<file path="src/rtl/program_counter_pkg.sv">
// Shared defaults for the program counter: width, reset value and increment step.
package program_counter_pkg;

    localparam int              DEFAULT_WIDTH       = 16;
    localparam logic [15:0]     DEFAULT_RESET_VALUE = 16'h0000;
    localparam int              DEFAULT_INC_STEP    = 1;

endpackage : program_counter_pkg

</file>
<file path="src/rtl/program_counter_next.sv">
// Next-value logic for the program counter: load beats increment, increment wraps modulo 2^WIDTH.
module program_counter_next
    import program_counter_pkg::*;
#(
    parameter int WIDTH    = DEFAULT_WIDTH,
    parameter int INC_STEP = DEFAULT_INC_STEP
) (
    input  logic [WIDTH-1:0] cur_i,
    input  logic [WIDTH-1:0] in_i,
    input  logic             load_i,
    input  logic             inc_i,
    output logic [WIDTH-1:0] nxt_o
);

    localparam logic [WIDTH-1:0] STEP = WIDTH'(INC_STEP);

    // Truncating add gives the modulo wrap with no carry out.
    always_comb begin
        nxt_o = cur_i;
        if (load_i) begin
            nxt_o = in_i;
        end else if (inc_i) begin
            nxt_o = cur_i + STEP;
        end
    end

endmodule : program_counter_next

</file>
<file path="src/rtl/program_counter.sv">
// Program counter register with async active-low reset; next value comes from program_counter_next.
// Define PROGRAM_COUNTER_ASSERT_EN to compile in simulation-only X/reset checks.
module program_counter
    import program_counter_pkg::*;
#(
    parameter int               WIDTH       = DEFAULT_WIDTH,
    parameter logic [WIDTH-1:0] RESET_VALUE = WIDTH'(DEFAULT_RESET_VALUE),
    parameter int               INC_STEP    = DEFAULT_INC_STEP
) (
    input  logic             clock,
    input  logic             rst_n,
    input  logic [WIDTH-1:0] in,
    input  logic             load,
    input  logic             inc,
    output logic [WIDTH-1:0] out
);

    logic [WIDTH-1:0] cnt_q;
    logic [WIDTH-1:0] cnt_d;

    program_counter_next #(
        .WIDTH    (WIDTH),
        .INC_STEP (INC_STEP)
    ) u_next (
        .cur_i  (cnt_q),
        .in_i   (in),
        .load_i (load),
        .inc_i  (inc),
        .nxt_o  (cnt_d)
    );

    always_ff @(posedge clock or negedge rst_n) begin
        if (!rst_n) begin
            cnt_q <= RESET_VALUE;
        end else begin
            cnt_q <= cnt_d;
        end
    end

    assign out = cnt_q;

`ifdef PROGRAM_COUNTER_ASSERT_EN
    always @(posedge clock) begin
        if (rst_n && $isunknown({load, inc, in})) begin
            $error("program_counter: X/Z on load/inc/in at rising edge");
        end
    end

    // Sampled on the falling edge so the async reset has settled.
    always @(negedge clock) begin
        if (!rst_n && (out !== RESET_VALUE)) begin
            $error("program_counter: out %h not at reset value during reset", out);
        end
    end
`else
`endif

endmodule : program_counter

</file>
<file path="config.mk">
export PLATFORM = sky130hd
export DESIGN_NAME = program_counter
export DESIGN_NICKNAME = d
export VERILOG_FILES = /design/src/rtl/program_counter_pkg.sv /design/src/rtl/program_counter_next.sv /design/src/rtl/program_counter.sv
export SDC_FILE = /design/constraint.sdc
export NUM_CORES = 1
export LEC_CHECK = 0
export CAP_MARGIN = 5
export CORE_AREA = 4 4 52 72
export CTS_BUF_LIST = sky130_fd_sc_hd__clkbuf_8
export CTS_CLUSTER_SIZE = 10
export DETAILED_ROUTE_END_ITERATION = 8
export DIE_AREA = 0 0 56 76
export SYNTH_ARGS = -nofsm -noshare
export SYNTH_HDL_FRONTEND = slang
export SYNTH_HIERARCHICAL = 1
export SYNTH_SLANG_ARGS = --single-unit
export TNS_END_PERCENT = 1
</file>
<file path="constraint.sdc">
create_clock -name clock -period 3.43 [get_ports clock]
set_clock_uncertainty 0.2 [all_clocks]
set_input_delay 0.343 -clock clock [delete_from_list [all_inputs] [get_ports clock]]
set_output_delay 0.343 -clock clock [all_outputs]
set_load 0.01 [all_outputs]
</file>
; After elaboration in Yosys (flattened, before gate mapping)
; Cells that the tools add are included.
[classes]
add_sub_neg = 1
muxes = 2
n_reduce_logical = 1
[op_table]
columns = operator, count
row1 = $mux 16, 2
row2 = $add 16x1->16 const B, 1
row3 = $reduce_bool 2->1, 1
[word_totals]
regBits = 16
out_inout_bits = 16
input_bits = 20

; Longest topological paths before layout
; Gate-level depths: netlist of the first run.
[depth]
word_depth = 3
ltp_mapped = 5
mapped_depth_nobuf = 5

; Cells and area by module
; The synthesis of the first run kept the hierarchy.
[modules_own_cells]
columns = module, area_per_inst_um2, cells_each, instances, seq_area_each_um2
row1 = program_counter_next, 491.7, 81, 1, 0.0
row2 = program_counter, 400.4, 16, 1, 400.4

; Worst setup path after synthesis of the first run
; No wires, ideal clock.
[synth_timing]
path_type = flip-flop to flip-flop
start = register cnt_q[0] (netlist: out[0])
end = register cnt_q[14] (netlist: out[14])
stages_incl_launch_ff = 6
arrival_ns = 1.713
slack_ns = 1.435
setup_time_ns = 0.082
required_ns = 3.148
path_cell_list = dfrtp_1 ha_1 nand2_1 or4_1 or3_1 a31oi_1
[synth_between]
elab_chain_cells = 3
[synth_lines]
columns = item, line_no
row1 = start: declaration, program_counter.sv:18  ; logic [WIDTH-1:0] cnt_q;
row2 = start signal: assignment, program_counter.sv:36  ; cnt_q <= cnt_d;
row3 = $add 16x1->16, program_counter_next.sv:23  ; nxt_o = cur_i + STEP;
row4 = $mux 16, program_counter_next.sv:22  ; end else if (inc_i) begin
row5 = $mux 16, program_counter_next.sv:20  ; if (load_i) begin
row6 = via cnt_d[14], program_counter.sv:19  ; logic [WIDTH-1:0] cnt_d;
; The timed path passes the listed nets, and every way through them passes these cells. The select of a mux whose other input is x is not followed.
; A chain may end at the register's enable or synchronous reset.

; Worst setup path in the final report of the first run
[layout_timing]
start = input port inc
end = register cnt_q[14] (netlist: out[14])
[layout_between]
elab_chain_cells = 1
[layout_lines]
columns = item, line_no
row1 = start: declaration, program_counter.sv:14  ; input logic inc,
row2 = $reduce_bool 2->1 (no line), -
; No other way between the ends.

==> results by group, run 1 <==
Placed design
  • PortBufs: 35
  • GPL Wtd Cong: 0.780
  • Placed Area: 0.00127 mm2
  • Hpwl dp: 1.69 mm

Route
  • Wire per inst: 13.1 um
  • Routed Wire Length: 2.25 mm
  • Residual DRC: 0
  • Vias: 845
  • DR pass1 iterations: 4
  • DRT iter0 DRCs: 30
  • Via density: 4.91
  • Detail Route Antenna Nets: 0

Layout
  • Synth-to-Final Area Change: 48.5%
  • Max reg flops: 16
  • Design area: 0.00133 mm2
  • Filler cells: 335
  • Final core utilization: 42.4%
  • Final nets: 155
  • Ant. Diodes: 0
  • Proportion of layout cells with a drive suffix above 1: 3.76%

Clocking
  • H-tree levels: 1
  • TritonCTS clock tree: built
  • Sinks on Clock Net: 16
  • CTS resizes: 0
  • Clk buf depth: 2
  • CTS root buf: clkbuf_8
  • Clock insertion delay at the later pin of the skew report: 0.24 ns
  • Hold buffers post-CTS: 0
  • Worst-path clk slew: 0.06 ns
  • Num CTS Buffers: 3
  • Post-CTS setup buffer count: 0

Power and ir drop
  • Internal cell power: 383 uW
  • Worst VDD drop: 0.000181 V
  • Flop pwr share: 45.1%
  • Switch Pwr: 141 uW
  • Sw frac: 26.9%
  • Clock power share: 31.3%
  • Total power: 525 uW
  • Leak Pwr: 0.496 nW
  • Combinational share of power: 23.6%
  • Pwr dens: 396 mW/mm2

Synthesis
  • Largest cells by area after synthesis: dfrtp_1 45%, o21ai_0 7.3%, nand2_1 7.2%
  • Post-Syn Area per Cell: 9.20 um2
  • Yosys cell types: 24
  • Synthesized flop and latch total: 16
  • Post-Synthesis Cells: 97
  • Mapped Nets: 118
  • Synth Cell Area: 892 um2
  • Synth warn: 6
  • Largest area contributor in the netlist: dfrtp_1
  • Top cell type's share of synthesized area: 44.9%
  • Post-synthesis sequential area ratio: 44.9%

STA
  • Final setup viols: 0
  • Final Critical Period: 2.20 ns
  • Max Fclk: 0.454 GHz
  • RSZ-0062 raised after global routing: false
  • Hold Fails Final Rpt: 0
  • Setup TNS: 0 ns
  • Final period utilization: 64.2%
  • Worst hold slack: 0.333 ns
  • Worst Tran Pin Value: 1.06 ns
  • Slew Limit Fails: 0
  • Worst slew margin relative to its limit: 29.2%

Critical path
  • Element type at the critical path end: flop
  • WS Path Type: in -> reg
  • Worst Path Required: 3.40 ns
  • R2r endpoint: out[14]
  • Reg2reg path depth: 5
  • Reg-to-reg startpoint: out[0]
  • Critical-path maximum fanout: 6
  • Startpoint Class: primary input
  • Max stage delay on crit path: 0.58 ns
  • Arrival @ worst endpoint: 2.17 ns
  • Worst path cell trace: clkdlybuf4s50_1 > nand2_1 > or4_1 > or3_1 > a31oi_1
  • R2R setup slack: 1.35 ns
  • Slowest cell on crit path: clkdlybuf4s50_1

GRT
  • Largest net degree at the start of global routing: 35
  • Vias in the first global route: 876
  • First-pass GRT wire length: 3.74 mm
  • GR Overflow Total: 0
  • Initial antenna violation count: 0
  • Gr usage total: 10.7%

Die
  • Cell Rows: 24
  • I/O Pins: 36
  • DIE WIDTH: 56 um
  • Die area: 0.00426 mm2
  • Die Y: 76 um
  • Starting Density: 28.6%
  • Core Footprint: 0.00312 mm2

Status
  • Outcome: completed

Job
  • Maxcap violations: 0

Worst hold path
  • Hold crit path type: in -> async
layer usage:
metal	global-route usage [%]	vias to the layer above	share of wire, %
met2	18.9	36	51
met3	2.88	2	8.7
li1	-	416	-
met1	12.0	391	40
met4	4.28	0	0.58
met5	0	-	0
how the worst max path moves through the flow:
stage	from	to	depth (start not counted)
2_1_floorplan	out[0]	out[14]	5
3_3_place_gp	inc	out[14]	5
3_5_place_dp	inc	out[14]	5
4_1_cts	inc	out[14]	5
5_1_grt	inc	out[14]	5
6_report	inc	out[14]	5
power groups by stage:
stage / Clock, mW / Combinational, mW / Sequential [mW]
floorplan: 0 / 0.0425 / 0.244
global placement: 0 / 0.122 / 0.240
detailed placement: 0 / 0.124 / 0.240
CTS: 0.173 / 0.125 / 0.237
global route: 0.179 / 0.136 / 0.241
finish: 0.164 / 0.124 / 0.237
synth_stat cells (all sizes together):
library cell / count
clkbuf: 3
nand4: 5
nor4: 4
dfrtp: 16
xnor2: 7
o21ai: 13
and3: 1
nor3: 4
nor2: 4
a31oi: 1
nor3b: 2
or4: 1
mux2i: 2
ha: 1
nor2b: 1
nand2: 17
nand3: 4
a221o: 2
a22oi: 1
xor2: 4
or3: 1
inv: 3
critical path, delay by kind of cell:
kind            cells  cell delay [ns]
simple gates        3             1.08
buf+inv             1             0.58
compound gates      1             0.16
area by class of cell:
type                    count  area (um2)  share of cell area (%)
clock buffers               4        55.1                    4.15
inverters                   3        11.3                   0.850
multi-input cells          75         459                    34.7
flip-flops and latches     16         400                    30.2
well taps                  39        48.8                    3.68
repair buffers             35         350                    26.4
logic make-up (layout without fill, tap and decap cells):
group | Yosys count | in the layout | synth area share, %
AND/OR/NAND/NOR | 44 | 44 | 25.9
AO/OA/AOI/OAI | 17 | 17 | 11.1
flip-flops | 16 | 16 | 44.9
XOR/XNOR | 11 | 11 | 10.8
buffers and inverters | 6 | 42 | 3.65
multiplexers | 2 | 2 | 2.24
adder cells (fa/ha/maj) | 1 | 1 | 1.40
through the flow:
| stage | cells | setup slack [ns] |
|---|---|---|
| after floorplan | 97 | 1.44 |
| after global placement | 168 | 1.02 |
| after detailed placement | 168 | 0.971 |
| after CTS | 172 | 1.25 |
| after global routing | 172 | 1.18 |
| final | 172 | 1.23 |
cell usage in the layout (no fill, tap or decap), drive strengths merged, types with 2 or more instances in the layout:
cell type,synthesis,final
xnor2,7,7
inv,3,3
clkdlybuf4s50,0,35
nor4,4,4
nand2,17,17
clkbuf,3,4
dfrtp,16,16
o21ai,13,13
a221o,2,2
nor3,4,4
nor3b,2,2
xor2,4,4
nand4,5,5
nor2,4,4
nand3,4,4
mux2i,2,2
Note: power is estimated with default switching activity, not from simulation.
==> run 2: changes to the inputs <==
Clock period 3.43 ns to 2.25 ns, I/O delays scaled along.
==> results by group, run 2 (same netlist as run 1, synthesis figures left out) <==
Status
  • Outcome: completed

Layout
  • Commonest cells after routing, fill and taps aside: 35 x clkdlybuf4s50_1, 17 x nand2_1, 16 x dfrtp_1, 13 x o21ai_0, 7 x xnor2_1
  • Register area: 400 um2
  • Max reg flops: 16
  • Proportion of layout cells with a drive suffix above 1: 7.25%
  • Synth-to-Final Area Change: 52.0%
  • Multi-input logic area: 459 um2
  • Most common cell after layout, fill and taps aside: clkdlybuf4s50_1
  • Ant. Diodes: 0
  • Finished Layout Cells: 177
  • Final nets: 161
  • Filler cells: 337

GRT
  • Largest net degree at the start of global routing: 17
  • GR Overflow Total: 0
  • Initial antenna violation count: 0
  • Gr usage total: 9.81%
  • Vias in the first global route: 814
  • First-pass GRT wire length: 3.44 mm

Critical path
  • Worst Path Required: 2.21 ns
  • Element type at the critical path end: flop
  • Startpoint Class: flop
  • Arrival @ worst endpoint: 1.98 ns
  • WS Path Type: reg -> reg
  • Critical-path maximum fanout: 9

Die
  • Die Y: 76 um
  • Starting Density: 28.6%
  • Cell Rows: 24
  • DIE WIDTH: 56 um
  • Die area: 0.00426 mm2
  • I/O Pins: 36
  • Core Footprint: 0.00312 mm2

Route
  • Via density: 4.79
  • Residual DRC: 0
  • Detail Route Antenna Nets: 0
  • DR pass1 iterations: 4
  • DRT iter0 DRCs: 9
  • Wire per inst: 12.4 um
  • Routed Wire Length: 2.20 mm
  • Vias: 847

STA
  • Slew Limit Fails: 0
  • Final worst setup slack: 0.228 ns
  • Final setup viols: 0
  • Worst slew margin relative to its limit: 75.4%
  • RSZ-0062 raised after global routing: false
  • Max Fclk: 0.494 GHz
  • Worst hold slack: 0.0903 ns
  • Final Critical Period: 2.02 ns
  • Setup TNS: 0 ns
  • Worst Tran Pin Value: 0.365 ns
  • Hold Fails Final Rpt: 0
  • Final period utilization: 89.9%

Clocking
  • TritonCTS clock tree: built
  • Sinks on Clock Net: 16
  • Clock insertion delay at the later pin of the skew report: 0.25 ns
  • Worst-path clk slew: 0.06 ns
  • CTS root buf: clkbuf_8
  • Clk buf depth: 2
  • H-tree levels: 1
  • Num CTS Buffers: 3
  • Post-CTS setup buffer count: 0
  • Hold buffers post-CTS: 0
  • CTS resizes: 0

Placed design
  • Placed insts: 174
  • Hpwl dp: 1.76 mm
  • Setup WS pre-CTS: 0.148 ns
  • PortBufs: 35
  • GPL Wtd Cong: 0.815

Power and ir drop
  • Total power: 770 uW
  • Pwr dens: 567 mW/mm2
  • Worst VDD drop: 0.000281 V
  • Leak Pwr: 0.518 nW

Job
  • Maxcap violations: 0

Worst hold path
  • Hold crit path type: in -> async
==> run 2: routing by layer <==
layer / up-vias / wire (um) / track usage [%] / share of wire, %
li1: 429 / - / - / -
met1: 386 / 929 / 12.4 / 42
met2: 30 / 1130 / 17.2 / 51
met3: 2 / 122 / 1.19 / 5.5
met4: 0 / 25 / 2.85 / 1.1
met5: - / 0 / 0 / 0
==> run 2: critical path, cell delays in order (launching register included) <==
cell	delay, ns
dfrtp_1	0.48
nand4_4	0.19
or4_1	0.55
or3_1	0.31
a31oi_1	0.19
==> run 2: per-stage QoR <==
step,cell area (um2),util [%]
3_3_place_gp,1320,42.1
6_report,1360,43.4
5_1_grt,1360,43.4
4_1_cts,1360,43.4
2_1_floorplan,892,-
3_5_place_dp,1320,42.1
==> run 2: area by class of cell <==
type | count | area share [%]
Clock buffer | 3 | 3.04
Inverter | 3 | 0.830
Multi-Input combinational cell | 75 | 33.9
Sequential cell | 16 | 29.5
Tap cell | 39 | 3.60
Timing Repair Buffer | 41 | 29.2
==> run 2: power by group <==
group	total, mW	internal, mW	switching (mW)	leakage, nW
Combinational	0.193	0.118	0.0749	0.305
Sequential	0.360	0.317	0.0432	0.192
Clock	0.217	0.119	0.0977	0.0216
Total	0.770	0.554	0.216	0.518
==> run 2: final timing paths <==
check,slack (ns),endpoint,from,cells after the start
setup / recovery,0.23,out[14],out[2],4
hold / removal,0.09,out[15],rst_n,2
setup reg to reg,0.23,out[14],out[2],4
hold reg to reg,0.40,out[8],out[8],2
max in group asynchronous,1.57,out[6],rst_n,2
min in group clock,0.33,out[3],in[3],3
